<file path="config.mk">
export PLATFORM = sky130hd
export DESIGN_NAME = lcd_pclk_gen
export DESIGN_NICKNAME = d
export VERILOG_FILES = /design/src/rtl/lcd_pkg.sv /design/src/rtl/lcd_id_lut.sv /design/src/rtl/lcd_pclk_gen.sv
export SDC_FILE = /design/constraint.sdc
export NUM_CORES = 1
export LEC_CHECK = 0
export ABC_AREA = 0
export BUFFER_PORTS_ARGS = -buffer_cell sky130_fd_sc_hd__buf_2
export CAP_MARGIN = 20
export CORE_MARGIN = 4
export CORE_UTILIZATION = 50
export DETAILED_ROUTE_END_ITERATION = 8
export PLACE_DENSITY = 0.79
export SETUP_SLACK_MARGIN = 0.3
export SKIP_CTS_REPAIR_TIMING = 1
export SYNTH_ARGS = -nofsm -noshare
export SYNTH_HDL_FRONTEND = slang
export SYNTH_SLANG_ARGS = --single-unit
</file>
<file path="constraint.sdc">
create_clock -name clk -period 4.1 [get_ports clk]
set_clock_uncertainty 0.2 [all_clocks]
set_input_delay 0.205 -clock clk [delete_from_list [all_inputs] [get_ports clk]]
set_output_delay 0.205 -clock clk [all_outputs]
set_load 0.02 [all_outputs]
</file>
<file path="src/rtl/lcd_pkg.sv">
// Shared constants for the LCD pixel-clock generator: panel IDs, their divide
// ratios, default widths and the generator FSM state type.
package lcd_pkg;

   localparam int ID_W_DEF  = 16;
   localparam int DIV_W_DEF = 8;

   localparam logic [15:0] PANEL_4342 = 16'h4342;
   localparam logic [15:0] PANEL_7084 = 16'h7084;
   localparam logic [15:0] PANEL_7016 = 16'h7016;
   localparam logic [15:0] PANEL_4384 = 16'h4384;
   localparam logic [15:0] PANEL_1018 = 16'h1018;

   localparam int DIV_4342 = 8;
   localparam int DIV_7084 = 4;
   localparam int DIV_7016 = 2;
   localparam int DIV_4384 = 4;
   localparam int DIV_1018 = 2;

   typedef enum logic [1:0] {
      ST_STOP  = 2'd0,
      ST_RUN   = 2'd1,
      ST_DRAIN = 2'd2,
      ST_LOAD  = 2'd3
   } pclk_state_e;

endpackage

</file>
<file path="src/rtl/lcd_id_lut.sv">
// Panel-ID to pixel-clock divide-ratio table; unknown panels map to 0 (stopped).
module lcd_id_lut
   import lcd_pkg::*;
#(
   parameter int ID_W  = ID_W_DEF,
   parameter int DIV_W = DIV_W_DEF
) (
   input  logic [ID_W-1:0]  lcd_id,
   output logic [DIV_W-1:0] ratio
);

   // NOTE: every output of a combinational block gets a default first, so no path can infer a latch.
   always_comb begin
      ratio = '0;
      case (lcd_id)
         ID_W'(PANEL_4342): ratio = DIV_W'(DIV_4342);
         ID_W'(PANEL_7084): ratio = DIV_W'(DIV_7084);
         ID_W'(PANEL_7016): ratio = DIV_W'(DIV_7016);
         ID_W'(PANEL_4384): ratio = DIV_W'(DIV_4384);
         ID_W'(PANEL_1018): ratio = DIV_W'(DIV_1018);
         default:           ratio = '0;
      endcase
   end

endmodule

</file>
<file path="src/rtl/lcd_pclk_gen.sv">
// LCD pixel-clock generator: divides clk by a panel-dependent even ratio and
// switches ratios glitch-free. Define LCD_PCLK_OVR_EN to add ovr_en/ovr_div.
module lcd_pclk_gen
   import lcd_pkg::*;
#(
   parameter int ID_W  = ID_W_DEF,
   parameter int DIV_W = DIV_W_DEF
) (
   input  logic             clk,
   input  logic             rst,
   input  logic [ID_W-1:0]  lcd_id,
`ifdef LCD_PCLK_OVR_EN
   input  logic             ovr_en,
   input  logic [DIV_W-1:0] ovr_div,
`endif
   output logic             lcd_pclk,
   output logic             pclk_rise,
   output logic             pclk_fall,
   output logic             locked,
   output logic [DIV_W-1:0] cur_div
);

   logic [DIV_W-1:0] lut_ratio;
   logic [DIV_W-1:0] sel_ratio;
   logic [DIV_W-1:0] ratio;
   logic [DIV_W-1:0] half;
   logic [DIV_W-1:0] cnt, cnt_nxt, div_nxt;
   logic             pclk_nxt;
   logic             tick;
   pclk_state_e      state, state_nxt;

   lcd_id_lut #(.ID_W(ID_W), .DIV_W(DIV_W)) u_lut (
      .lcd_id (lcd_id),
      .ratio  (lut_ratio)
   );

`ifdef LCD_PCLK_OVR_EN
   assign sel_ratio = ovr_en ? ovr_div : lut_ratio;
`else
   assign sel_ratio = lut_ratio;
`endif

   // Odd ratios cannot give 50% duty, so the LSB is dropped.
   assign ratio = {sel_ratio[DIV_W-1:1], 1'b0};
   assign half  = cur_div >> 1;
   assign tick  = (cnt == half - DIV_W'(1));

   always_comb begin
      state_nxt = state;
      cnt_nxt   = cnt;
      pclk_nxt  = lcd_pclk;
      div_nxt   = cur_div;
      case (state)
         ST_STOP: begin
            cnt_nxt  = '0;
            pclk_nxt = 1'b0;
            div_nxt  = '0;
            if (ratio != '0) state_nxt = ST_LOAD;
         end
         ST_LOAD: begin
            cnt_nxt   = '0;
            pclk_nxt  = 1'b0;
            div_nxt   = ratio;
            state_nxt = (ratio == '0) ? ST_STOP : ST_RUN;
         end
         ST_RUN, ST_DRAIN: begin
            // Drain exits only from a low phase, so a high phase is never cut short.
            if (state == ST_DRAIN && !lcd_pclk) begin
               state_nxt = ST_LOAD;
            end else begin
               if (tick) begin
                  cnt_nxt  = '0;
                  pclk_nxt = ~lcd_pclk;
               end else begin
                  cnt_nxt = cnt + DIV_W'(1);
               end
               if (state == ST_RUN && ratio != cur_div) state_nxt = ST_DRAIN;
            end
         end
         default: state_nxt = ST_STOP;
      endcase
   end

   // NOTE: sequential state is updated with non-blocking assignments so every register samples pre-edge values.
   always_ff @(posedge clk or posedge rst) begin
      if (rst) begin
         state     <= ST_STOP;
         cnt       <= '0;
         cur_div   <= '0;
         lcd_pclk  <= 1'b0;
         pclk_rise <= 1'b0;
         pclk_fall <= 1'b0;
         locked    <= 1'b0;
      end else begin
         state     <= state_nxt;
         cnt       <= cnt_nxt;
         cur_div   <= div_nxt;
         lcd_pclk  <= pclk_nxt;
         pclk_rise <= pclk_nxt & ~lcd_pclk;
         pclk_fall <= ~pclk_nxt & lcd_pclk;
         locked    <= (state_nxt == ST_RUN);
      end
   end

endmodule

</file>
; ---- After elaboration in Yosys (flattened, before gate mapping)
; Index checks and enable logic that the tools add are counted.
[classes]
add_sub_neg = 2
eq_ne = 12
mux = 13
n_bitwise = 4
reduce_logical = 11
[op_table]
columns = cell, count
row1 = equality test 16 x 15 -> 1 bit (second input constant), 4
row2 = case mux 8 bit (2 select lines), 2
row3 = equality test 16 x 13 -> 1 bit (second input constant), 1
row4 = two-way mux 8 bit, 2
row5 = case mux 4 bit (3 select lines), 1
row6 = adder 8 x 1 -> 8 bit (second input constant), 1
row7 = equality test 8 bit, 1
row8 = zero test 8 bit, 1
row9 = inequality test 8 bit, 1
row10 = nonzero test 8 bit, 1
row11 = OR reduction 2 bit, 4
row12 = subtractor 7 x 1 -> 8 bit (second input constant), 1
row13 = two-way mux 2 bit, 3
row14 = case mux 2 bit (3 select lines), 1
row15 = equality test 2 x 1 -> 1 bit (second input constant), 2
row16 = equality test 2 bit (second input constant), 2
row17 = two-way mux 1 bit, 3
row18 = bitwise AND 1 bit, 2
row19 = logical AND 1 bit, 2
row20 = zero test 2 bit, 1
row21 = inequality test 2 bit (second input constant), 1
row22 = inverter 1 bit, 2
row23 = case mux 1 bit (2 select lines), 1
row24 = nonzero test 2 bit, 1
row25 = zero test 1 bit, 1
[word_totals]
reg_bits = 22
output_inout_bits = 12

; ---- Longest topological paths before layout
; Gate-level depths: netlist (run 1).
[logic_depth]
depth_word = 9
mapped_depth = 10
mapped_depth_nobuf = 9

; ---- Modules after synthesis
; Synthesis (run 1) repeated with hierarchy kept, for this count alone.
[unflattened]
hier_cells = 188
hier_area_um2 = 1627.8
[by_module_without_submodules]
columns = mod, instances, cells_per_inst, area_each_um2, seq_area_each_um2
row1 = lcd_pclk_gen, 1, 161, 1452.6, 525.5
row2 = lcd_id_lut, 1, 27, 175.2, 0.0

; ---- Least setup slack after synthesis (run 1)
; Ideal clock, no wire load.
[synth_timing]
path_kind = register to register
startpoint = register cur_div[1]
endpoint = register pclk_rise
setup_ns = 0.065
t_arrival_ns = 2.320
t_required_ns = 3.835
path_slack_ns = 1.516
path_stages_with_launch = 11
synth_period_minus_slack_ns = 2.584
cell_sequence = dfrtp_1 > inv_1 > ha_1 > ha_1 > xor2_1 > nand3_1 > or3_1 > buf_2 > or3_1 > a21boi_2 > and2b_1
[synth_between]
elab_chain_cells = 6
[synth_rtl]
columns = element, line
row1 = from (decl), lcd_pclk_gen.sv:20  ; output logic [DIV_W-1:0] cur_div
row2 = from (signal assigned), lcd_pclk_gen.sv:97  ; cur_div <= div_nxt;
row3 = subtractor 7 x 1 -> 8 bit, lcd_pclk_gen.sv:46  ; assign tick = (cnt == half - DIV_W'(1));
row4 = equality test 8 bit, lcd_pclk_gen.sv:46
row5 = two-way mux 1 bit, lcd_pclk_gen.sv:71  ; if (tick) begin
row6 = two-way mux 1 bit, lcd_pclk_gen.sv:68  ; if (state == ST_DRAIN && !lcd_pclk) begin
row7 = case mux 1 bit (2 select lines), lcd_pclk_gen.sv:53  ; case (state)
row8 = via pclk_nxt, lcd_pclk_gen.sv:28  ; logic pclk_nxt;
row9 = bitwise AND 1 bit, lcd_pclk_gen.sv:99  ; pclk_rise <= pclk_nxt & ~lcd_pclk;
row10 = to (signal assigned), lcd_pclk_gen.sv:99
row11 = to (decl), lcd_pclk_gen.sv:17  ; output logic pclk_rise,
; The timed path passes the listed nets, and every way through them passes these cells.
; A chain may end at the register's enable or synchronous reset.

; ---- Worst setup path after layout (run 1)
; Same ends and word-level chain as after synthesis.

==> reports/qor.txt, run 1 <==
status: finished clean
Cell Area, Placed: 1345 µm²
CP arrival: 2.59 ns
YS warnings: 0
clock tree sinks: 17
GPL Wtd Cong: 0.7884
fin. max-slew vios: 0
critical path class: register to register
CTS clk-pin slew, worst paths: 0.10 ns
clock buffer count from CTS: 3
Setup crit start kind: register
CORE AREA: 2297 µm²
largest net degree at the start of global routing: 19
Avg WL per Cell: 13.53 µm
first-pass GRT wire length: 4.636 mm
critical-path cell list: inv_1, ha_1, ha_1, xor2_1, nand3_1, or3_1, or3_1, a21boi_2, and2b_1
post-synth cell types: 44
I/O Buffers: 24
htree depth: 1
reg2reg setup slack: 1.55 ns
total power: 0.0004772 W
HPWL after DPL: 1.991 mm
worst r2r src: cur_div[1]$_DFFE_PP0P_
routed vias: 1,116
power density cells: 345.5 nW/µm²
Rows: 17
WP data required: 4.14 ns
max_cap viols: 0
Final Hold Slack: 0.1446 ns
unrepaired setup endpoints after global routing: no
Post-synth EDFFs: 0
CTS tree: built
Bufs on Longest Clock Path: 2
DIE HEIGHT: 57.90 µm
post-route ant nets: 0
Root Driver: clkbuf_4
RR Endpoint: pclk_rise$_DFF_PP0_
final hold violations: 0
sequential share of the synthesized area: 34.17%
WL final: 2.639 mm
DR pass1 iterations: 4
die area: 3352 µm²
Ports: 30
endpoint class of the critical path: register
Peak Freq: 0.3920 GHz
Final nets: 193
cell count after synthesis: 143
post-route clock period utilization: 62.23%
Setup violations, final: 0
Worst Tran Pin Value: 0.6906 ns
Worst-Skew Late Latency: 0.29 ns
relative slew slack: 53.57%
CP max FO: 7
n_diodes: 0
number of global-route vias before repair: 1,080
Synth Flop Type: dfrtp_1
Leak Pwr: 0.6848 nW
initial drt markers: 14
share of cells above drive strength 1: 17.96%
via/cell ratio: 5.723
initial core utilization: 54.19%
synthesized area: 1245 µm²
Hold Crit Class: primary input to register
final instance area: 1381 µm²
register bit total from synthesis: 17
Syn-to-layout area delta: 10.95%
initial antenna violation count: 0
syn avg cell area: 8.706 µm²
CP peak stage delay: 0.46 ns
worst reg2reg path depth: 9
# DRC: 0
VDD IR max: 381.5 µV
Core Util, Final: 60.13%
grt ovf: 0
Die Wd: 57.90 µm
fin crit period: 2.551 ns
Critical Path Source: cur_div[1]$_DFFE_PP0P_
Setup crit end: pclk_rise$_DFF_PP0_
CP max stage cell: dfrtp_1
Sum Neg Setup Slack: 0 ns
GR Util All Layers: 17.10%
FFs w/ async S/R, synth: 100.0%
per-layer routing:
layer | vias to the layer above | routed length [µm] | track usage, %
met5 | - | 0 | 0
met4 | 0 | 70 | 7.947
met3 | 8 | 129 | 3.563
met2 | 30 | 1279 | 28.55
met1 | 515 | 1159 | 20.95
li1 | 563 | - | -
metrics by stage:
step | setup slack (ns) | instances
after floorplan | 1.516 | 147
after global placement | 1.624 | 190
after detailed placement | 1.549 | 190
after CTS | 1.540 | 194
after global routing | 1.252 | 195
final | 1.549 | 195
cells in the mapped netlist (all sizes together) (4+ instances only):
cell type	n	area share, %
and3	5	2.5
buf	7	5.0
dfrtp	17	34
ha	7	7.0
inv	7	2.1
nand2	17	5.1
nand3	7	2.8
nand4	4	2.0
nor3	5	2.4
nor4	5	2.5
o21ai	15	6.0
placed cells by master (no fill, tap or decap), types with 2 or more instances in the layout:
cell type  synthesis  layout
or3_1              2       2
nand2_1           17      17
nand3_1            7       7
and2_1             2       2
a22oi_1            2       2
nor3b_1            2       2
nor3_1             4       4
clkbuf_4           0       3
nor4bb_1           2       2
dfrtp_1           17      17
and3_1             5       5
ha_1               7       7
a21oi_1            3       3
conb_1             1       5
nor2_1             2       2
buf_2              1      24
nor4_1             5       5
o31ai_1            2       2
nand4_1            4       4
inv_1              7       7
nand2b_1           3       3
xnor2_1            3       3
xor2_1             3       3
a21boi_0           2       2
o21ai_0           14      14
or4_1              2       2
cell families (layout without fill, tap and decap cells):
family,count (synthesis),after routing,synth area share [%]
AND/OR/NAND/NOR,63,63,28.74
adder cells (fa/ha/maj),7,7,7.035
flip-flops,17,17,34.17
AO/OA/AOI/OAI,31,31,16.08
buffers and inverters,16,36,7.739
multiplexers,2,2,1.709
other,1,5,0.3012
XOR/XNOR,6,6,4.222
cell type report:
type,instances,area [µm²]
Clock buffer,4,26.28
Tap cell,28,35.03
Timing Repair Buffer,25,130.1
Multi-Input combinational cell,114,738.2
Fill cell,207,915.9
Inverter,7,26.28
Sequential cell,17,425.4
critical path, delay by kind of cell (launching register included):
kind                       cells  cell delay (ns)
and+or+nand+nor                4             1.01
adders and majority gates      2             0.48
DFF                            1             0.46
AOI/OAI and AO/OA              1             0.16
xor gates and xnor gates       1             0.14
buffers and inverters          1             0.07
worst min path at each step:
stage / startpoint / end / cells after the start / slack, ns
detailed placement: rst / pclk_fall$_DFF_PP0_ / 2 / 0.12
floorplan: rst / cnt[0]$_DFFE_PP0P_ / 1 / -0.07
finish: lcd_id[5] / cur_div[2]$_DFFE_PP0P_ / 4 / 0.14
global route: lcd_id[4] / cur_div[2]$_DFFE_PP0P_ / 4 / 0.15
global placement: rst / pclk_fall$_DFF_PP0_ / 2 / 0.11
CTS: rst / pclk_fall$_DFF_PP0_ / 2 / -0.20
sequential cells by signal, summed over array words and instances (netlist names):
name and flops:
pclk_rise 1, state 2, locked 1, pclk_fall 1, cnt 8, lcd_pclk 1, cur_div 3
where the power goes:
part	total [W]	switching, W	leakage, nW	internal [W]
Sequential	0.000210	0.0000230	0.232	0.000187
Combinational	0.000177	0.000105	0.438	0.0000727
Clock	0.0000903	0.0000524	0.0150	0.0000379
Note: power is estimated with default switching activity, not from simulation.
==> run 2: changes to the inputs <==
==> constraint.sdc (replaced) <==
create_clock -name clk -period 2.67 [get_ports clk]
set_clock_uncertainty 0.2 [all_clocks]
set_input_delay 0.1335 -clock clk [delete_from_list [all_inputs] [get_ports clk]]
set_output_delay 0.1335 -clock clk [all_outputs]
set_load 0.02 [all_outputs]
==> run 2 against run 1 <==
- worst setup slack got worse by 1.3 ns
- clock-buffer cell count decreased by 1
- fmax increased by 7.5%
- combinational power increased by 69%
- flip-flop and latch count unchanged
- die area unchanged
- sequential power increased by 54%
- global-route usage increased by 1.5 points
- critical path depth unchanged
==> reports/qor.txt, run 2 (synthesis gave the netlist of run 1 again) <==
post-route ant nets: 0
met2 wire length: 1.591 mm
n_diodes: 0
Syn-to-layout area delta: 17.89%
Rows: 17
Setup crit start kind: register
final worst slack: 0.2958 ns
dpl ws: 0.2720 ns
Met3 Routed Length: 193 µm
Leak Pwr: 0.7219 nW
VDD IR max: 500.8 µV
CTS tree: built
CP arrival: 2.41 ns
CP peak stage delay: 0.42 ns
multi-input logic area: 775.7 µm²
Bufs on Longest Clock Path: 2
Hold Crit Class: primary input to register
share of cells above drive strength 1: 26.59%
Final nets: 199
critical path class: register to register
DR pass1 iterations: 4
initial antenna violation count: 0
number of global-route vias before repair: 1,185
CORE AREA: 2297 µm²
WL final: 3.097 mm
DIE HEIGHT: 57.90 µm
fin. max-slew vios: 0
endpoint class of the critical path: register
Peak Freq: 0.4212 GHz
final hold violations: 0
most frequent cells in the layout: buf_2 (24), nand2_1 (17), dfrtp_1 (15)
first-pass GRT wire length: 4.885 mm
Ports: 30
fin crit period: 2.374 ns
post-route clock period utilization: 88.92%
CP max FO: 4
Worst Tran Pin Value: 0.6428 ns
htree depth: 1
Worst-Skew Late Latency: 0.30 ns
Most flops, register: cnt
Critical Path Source: cur_div[1]$_DFFE_PP0P_
unrepaired setup endpoints after global routing: yes
largest registers: cnt: 8 flops, cur_div: 3 flops, state: 2 flops
Avg WL per Cell: 15.41 µm
WP data required: 2.71 ns
most common cell after layout, fill and taps aside: buf_2
CP max stage cell: dfrtp_2
worst r2r src: cur_div[1]$_DFFE_PP0P_
relative slew slack: 57.10%
# DRC: 0
grt ovf: 0
Hold Path Origin: lcd_id[10]
Top Layer Used: met4
CTS clk-pin slew, worst paths: 0.10 ns
register area: 427.9 µm²
Die Wd: 57.90 µm
HPWL after DPL: 2.205 mm
status: finished clean
initial core utilization: 54.19%
clock buffer count from CTS: 3
clock tree sinks: 17
Fillers: 187
critical-path cell list: inv_2, ha_4, ha_4, xor2_1, nand3_1, or3_4, or3_4, a21boi_2, and2b_1
via/cell ratio: 6.085
Root Driver: clkbuf_4
GR Util All Layers: 18.56%
routed vias: 1,223
power density cells: 520.0 nW/µm²
initial drt markers: 36
max reg flops: 8
total power: 0.0007631 W
largest net degree at the start of global routing: 19
M1 wire length: 1.182 mm
Sum Neg Setup Slack: 0 ns
Setup violations, final: 0
GPL Wtd Cong: 0.8851
die area: 3352 µm²
max_cap viols: 0
I/O Buffers: 24
[run 2: layer usage]
metal,track usage (%),vias to the layer above
met4,11.92,0
li1,-,574
met3,2.004,14
met2,34.52,57
met1,19.54,578
met5,0,-
[run 2: final timing paths]
check | cells after the start | to | slack [ns]
max in group asynchronous | 3 | cur_div[2]$_DFFE_PP0P_ | 1.57
hold / removal | 4 | cur_div[3]$_DFFE_PP0P_ | 0.06
hold reg to reg | 1 | cnt[5]$_DFFE_PP0P_ | 0.38
min in group asynchronous | 3 | cnt[3]$_DFFE_PP0P_ | 0.25
setup reg to reg | 9 | pclk_rise$_DFF_PP0_ | 0.30
setup / recovery | 9 | pclk_rise$_DFF_PP0_ | 0.30
[run 2: worst max-delay path: cells and delay by family, from the launching register on]
family	cells	cell delay (ns)
adders and majority gates	2	0.42
AOI/OAI and AO/OA	1	0.14
buffers and inverters	1	0.06
xor gates and xnor gates	1	0.14
and+or+nand+nor	4	0.94
DFF	1	0.42
[run 2: stage by stage]
stage	util [%]	instances	hold slack, ns	cell area [µm²]
2_1_floorplan	-	147	-0.1406	1271
3_3_place_gp	59.42	192	0.04329	1365
3_5_place_dp	59.42	192	0.04990	1365
4_1_cts	60.62	196	-0.2653	1393
5_1_grt	63.89	201	0.08740	1468
6_report	63.89	201	0.06056	1468
[run 2: where the power goes]
part	internal, W	total (W)	switching (W)
combinational	0.000126	0.000299	0.000173
sequential	0.000287	0.000324	0.0000368
clock	0.0000558	0.000141	0.0000847
[run 2: final cells by class]
class	count	share of cell area [%]
inverters	7	1.790
multi-input cells	114	52.86
flip-flops and latches	17	29.16
clock inverters	1	0.3410
well taps	28	2.387
repair buffers	31	11.94
clock buffers	3	1.535
==> run 3: changes to the inputs <==
--- a/config.mk
+++ b/config.mk
@@ -12,6 +12,7 @@
 export CORE_UTILIZATION = 50
 export DETAILED_ROUTE_END_ITERATION = 8
 export PLACE_DENSITY = 0.79
+export REMOVE_ABC_BUFFERS = 1
 export SETUP_SLACK_MARGIN = 0.3
 export SKIP_CTS_REPAIR_TIMING = 1
 export SYNTH_ARGS = -nofsm -noshare
==> run 3 against run 2 <==
- routed wire length decreased by 5.4%
- clock power about the same
- via count decreased by 4.3%
- final area fell by 2.9%
- critical endpoint unchanged
- die area did not move
- critical path type unchanged
- first-iteration DRC count up 42%
- sequential power shrank 1%
- combinational power down 6%
- sequential share of layout area is 0.87 points higher
- critical path depth unchanged
- total power fell by 2.2%
==> reports/qor.txt, run 3 (synthesis gave the netlist of run 1 again) <==
status: finished clean
M1 GR Usage: 18.18%
CP arrival: 2.40 ns
initial antenna violation count: 0
Root Driver: clkbuf_4
n_diodes: 0
endpoint class of the critical path: register
grt ovf: 0
Peak Freq: 0.4255 GHz
Setup violations, final: 0
Sum Neg Setup Slack: 0 ns
Most flops, register: cnt
I/O Buffers: 24
GR Util met2: 32.26%
WL final: 2.929 mm
CTS tree: built
HPWL after DPL: 2.154 mm
fin. max-slew vios: 0
Worst Tran Pin Value: 0.6400 ns
post-route clock period utilization: 88.02%
routed vias: 1,170
Bufs on Longest Clock Path: 2
CORE AREA: 2297 µm²
Ports: 30
CTS clk-pin slew, worst paths: 0.10 ns
largest registers: cnt: 8 flops, cur_div: 3 flops, state: 2 flops
die area: 3352 µm²
relative slew slack: 57.29%
register area: 427.9 µm²
fin crit period: 2.350 ns
Die Wd: 57.90 µm
grt met3 use: 4.232%
clock buffer count from CTS: 3
WP data required: 2.72 ns
GR Util All Layers: 17.32%
DP Cell Count: 192
Final nets: 198
initial drt markers: 51
Syn-to-layout area delta: 14.47%
CP max FO: 4
critical path class: register to register
GRT busiest layer: met2
htree depth: 1
initial core utilization: 54.19%
Hold Crit Class: primary input to register
most frequent cells in the layout: buf_2 (24), nand2_1 (17), dfrtp_1 (15)
Non-Filler Instances: 200
GPL Wtd Cong: 0.8452
most common cell after layout, fill and taps aside: buf_2
post-route ant nets: 0
first-pass GRT wire length: 4.581 mm
multi-input logic area: 740.7 µm²
Setup crit start kind: register
Worst-Skew Late Latency: 0.30 ns
number of global-route vias before repair: 1,125
DIE HEIGHT: 57.90 µm
DR pass1 iterations: 4
max_cap viols: 0
max reg flops: 8
Fillers: 201
Avg WL per Cell: 14.65 µm
power density cells: 523.6 nW/µm²
largest net degree at the start of global routing: 19
Leak Pwr: 0.7093 nW
# DRC: 0
clock tree sinks: 17
share of cells above drive strength 1: 22.67%
unrepaired setup endpoints after global routing: yes
VDD IR max: 405.1 µV
final hold violations: 0
Rows: 17
via/cell ratio: 5.850
-- run 3: changes by cell type in the layout (fill, tap and decap cells not counted), sizes merged --
| cell | before | now |
|---|---|---|
| buf | 30 | 29 |
-- run 3: path summary, 6_finish.rpt --
path                                        startpoint                     end  slack, ns  cells after the start
worst max register to register  cur_div[2]$_DFFE_PP0P_     pclk_rise$_DFF_PP0_       0.32                      9
worst min-delay path                         lcd_id[5]  cur_div[2]$_DFFE_PP0P_       0.06                      4
worst min register to register  cur_div[2]$_DFFE_PP0P_  cur_div[2]$_DFFE_PP0P_       0.35                      2
min in group asynchronous                          rst     pclk_rise$_DFF_PP0_       0.25                      3
worst max-delay path            cur_div[2]$_DFFE_PP0P_     pclk_rise$_DFF_PP0_       0.32                      9
max in group asynchronous                          rst  cur_div[1]$_DFFE_PP0P_       1.58                      3
-- run 3: report_power, final --
part           switching (W)  internal, W  total, W  leakage (nW)
Sequential         0.0000332     0.000287  0.000320         0.229
Combinational       0.000161     0.000122  0.000282         0.463
Clock              0.0000883    0.0000559  0.000144        0.0177
-- run 3: cell type report --
type / count / share of cell area, %
timing repair buffer: 30 / 11.76
clock buffer: 3 / 1.580
inverter: 7 / 1.844
tap: 28 / 2.458
multi-input combinational: 114 / 51.98
clock inverter: 1 / 0.3512
sequential: 17 / 30.03
-- run 3: critical path: stages, from the launching register on --
cell      delay (ns)
dfrtp_2         0.40
inv_1           0.05
ha_1            0.18
ha_1            0.28
xor2_1          0.14
nand3_1         0.10
or3_1           0.33
or3_1           0.33
a21boi_2        0.16
and2b_1         0.13
-- run 3: per-stage QoR --
stage | power (W) | hold WS, ns | worst slack, ns | area, µm² | utilization, %
6_report | 0.0007462 | 0.06060 | 0.3198 | 1425 | 62.04
5_1_grt | 0.0007921 | 0.07416 | 0.2224 | 1425 | 62.04
3_5_place_dp | 0.0006010 | 0.04593 | 0.2156 | 1360 | 59.20
2_1_floorplan | 0.0005150 | -0.1404 | 0.1160 | 1190 | -
3_3_place_gp | 0.0005914 | 0.04588 | 0.2970 | 1360 | 59.20
4_1_cts | 0.0007479 | -0.2918 | 0.2009 | 1388 | 60.40
-- run 3: per-layer routing --
layer / share of wire [%] / wire, µm / up-vias
met2: 53 / 1559 / 33
met3: 4.9 / 144 / 6
met1: 40 / 1183 / 558
met5: 0 / 0 / -
li1: - / - / 573
met4: 1.4 / 42 / 0
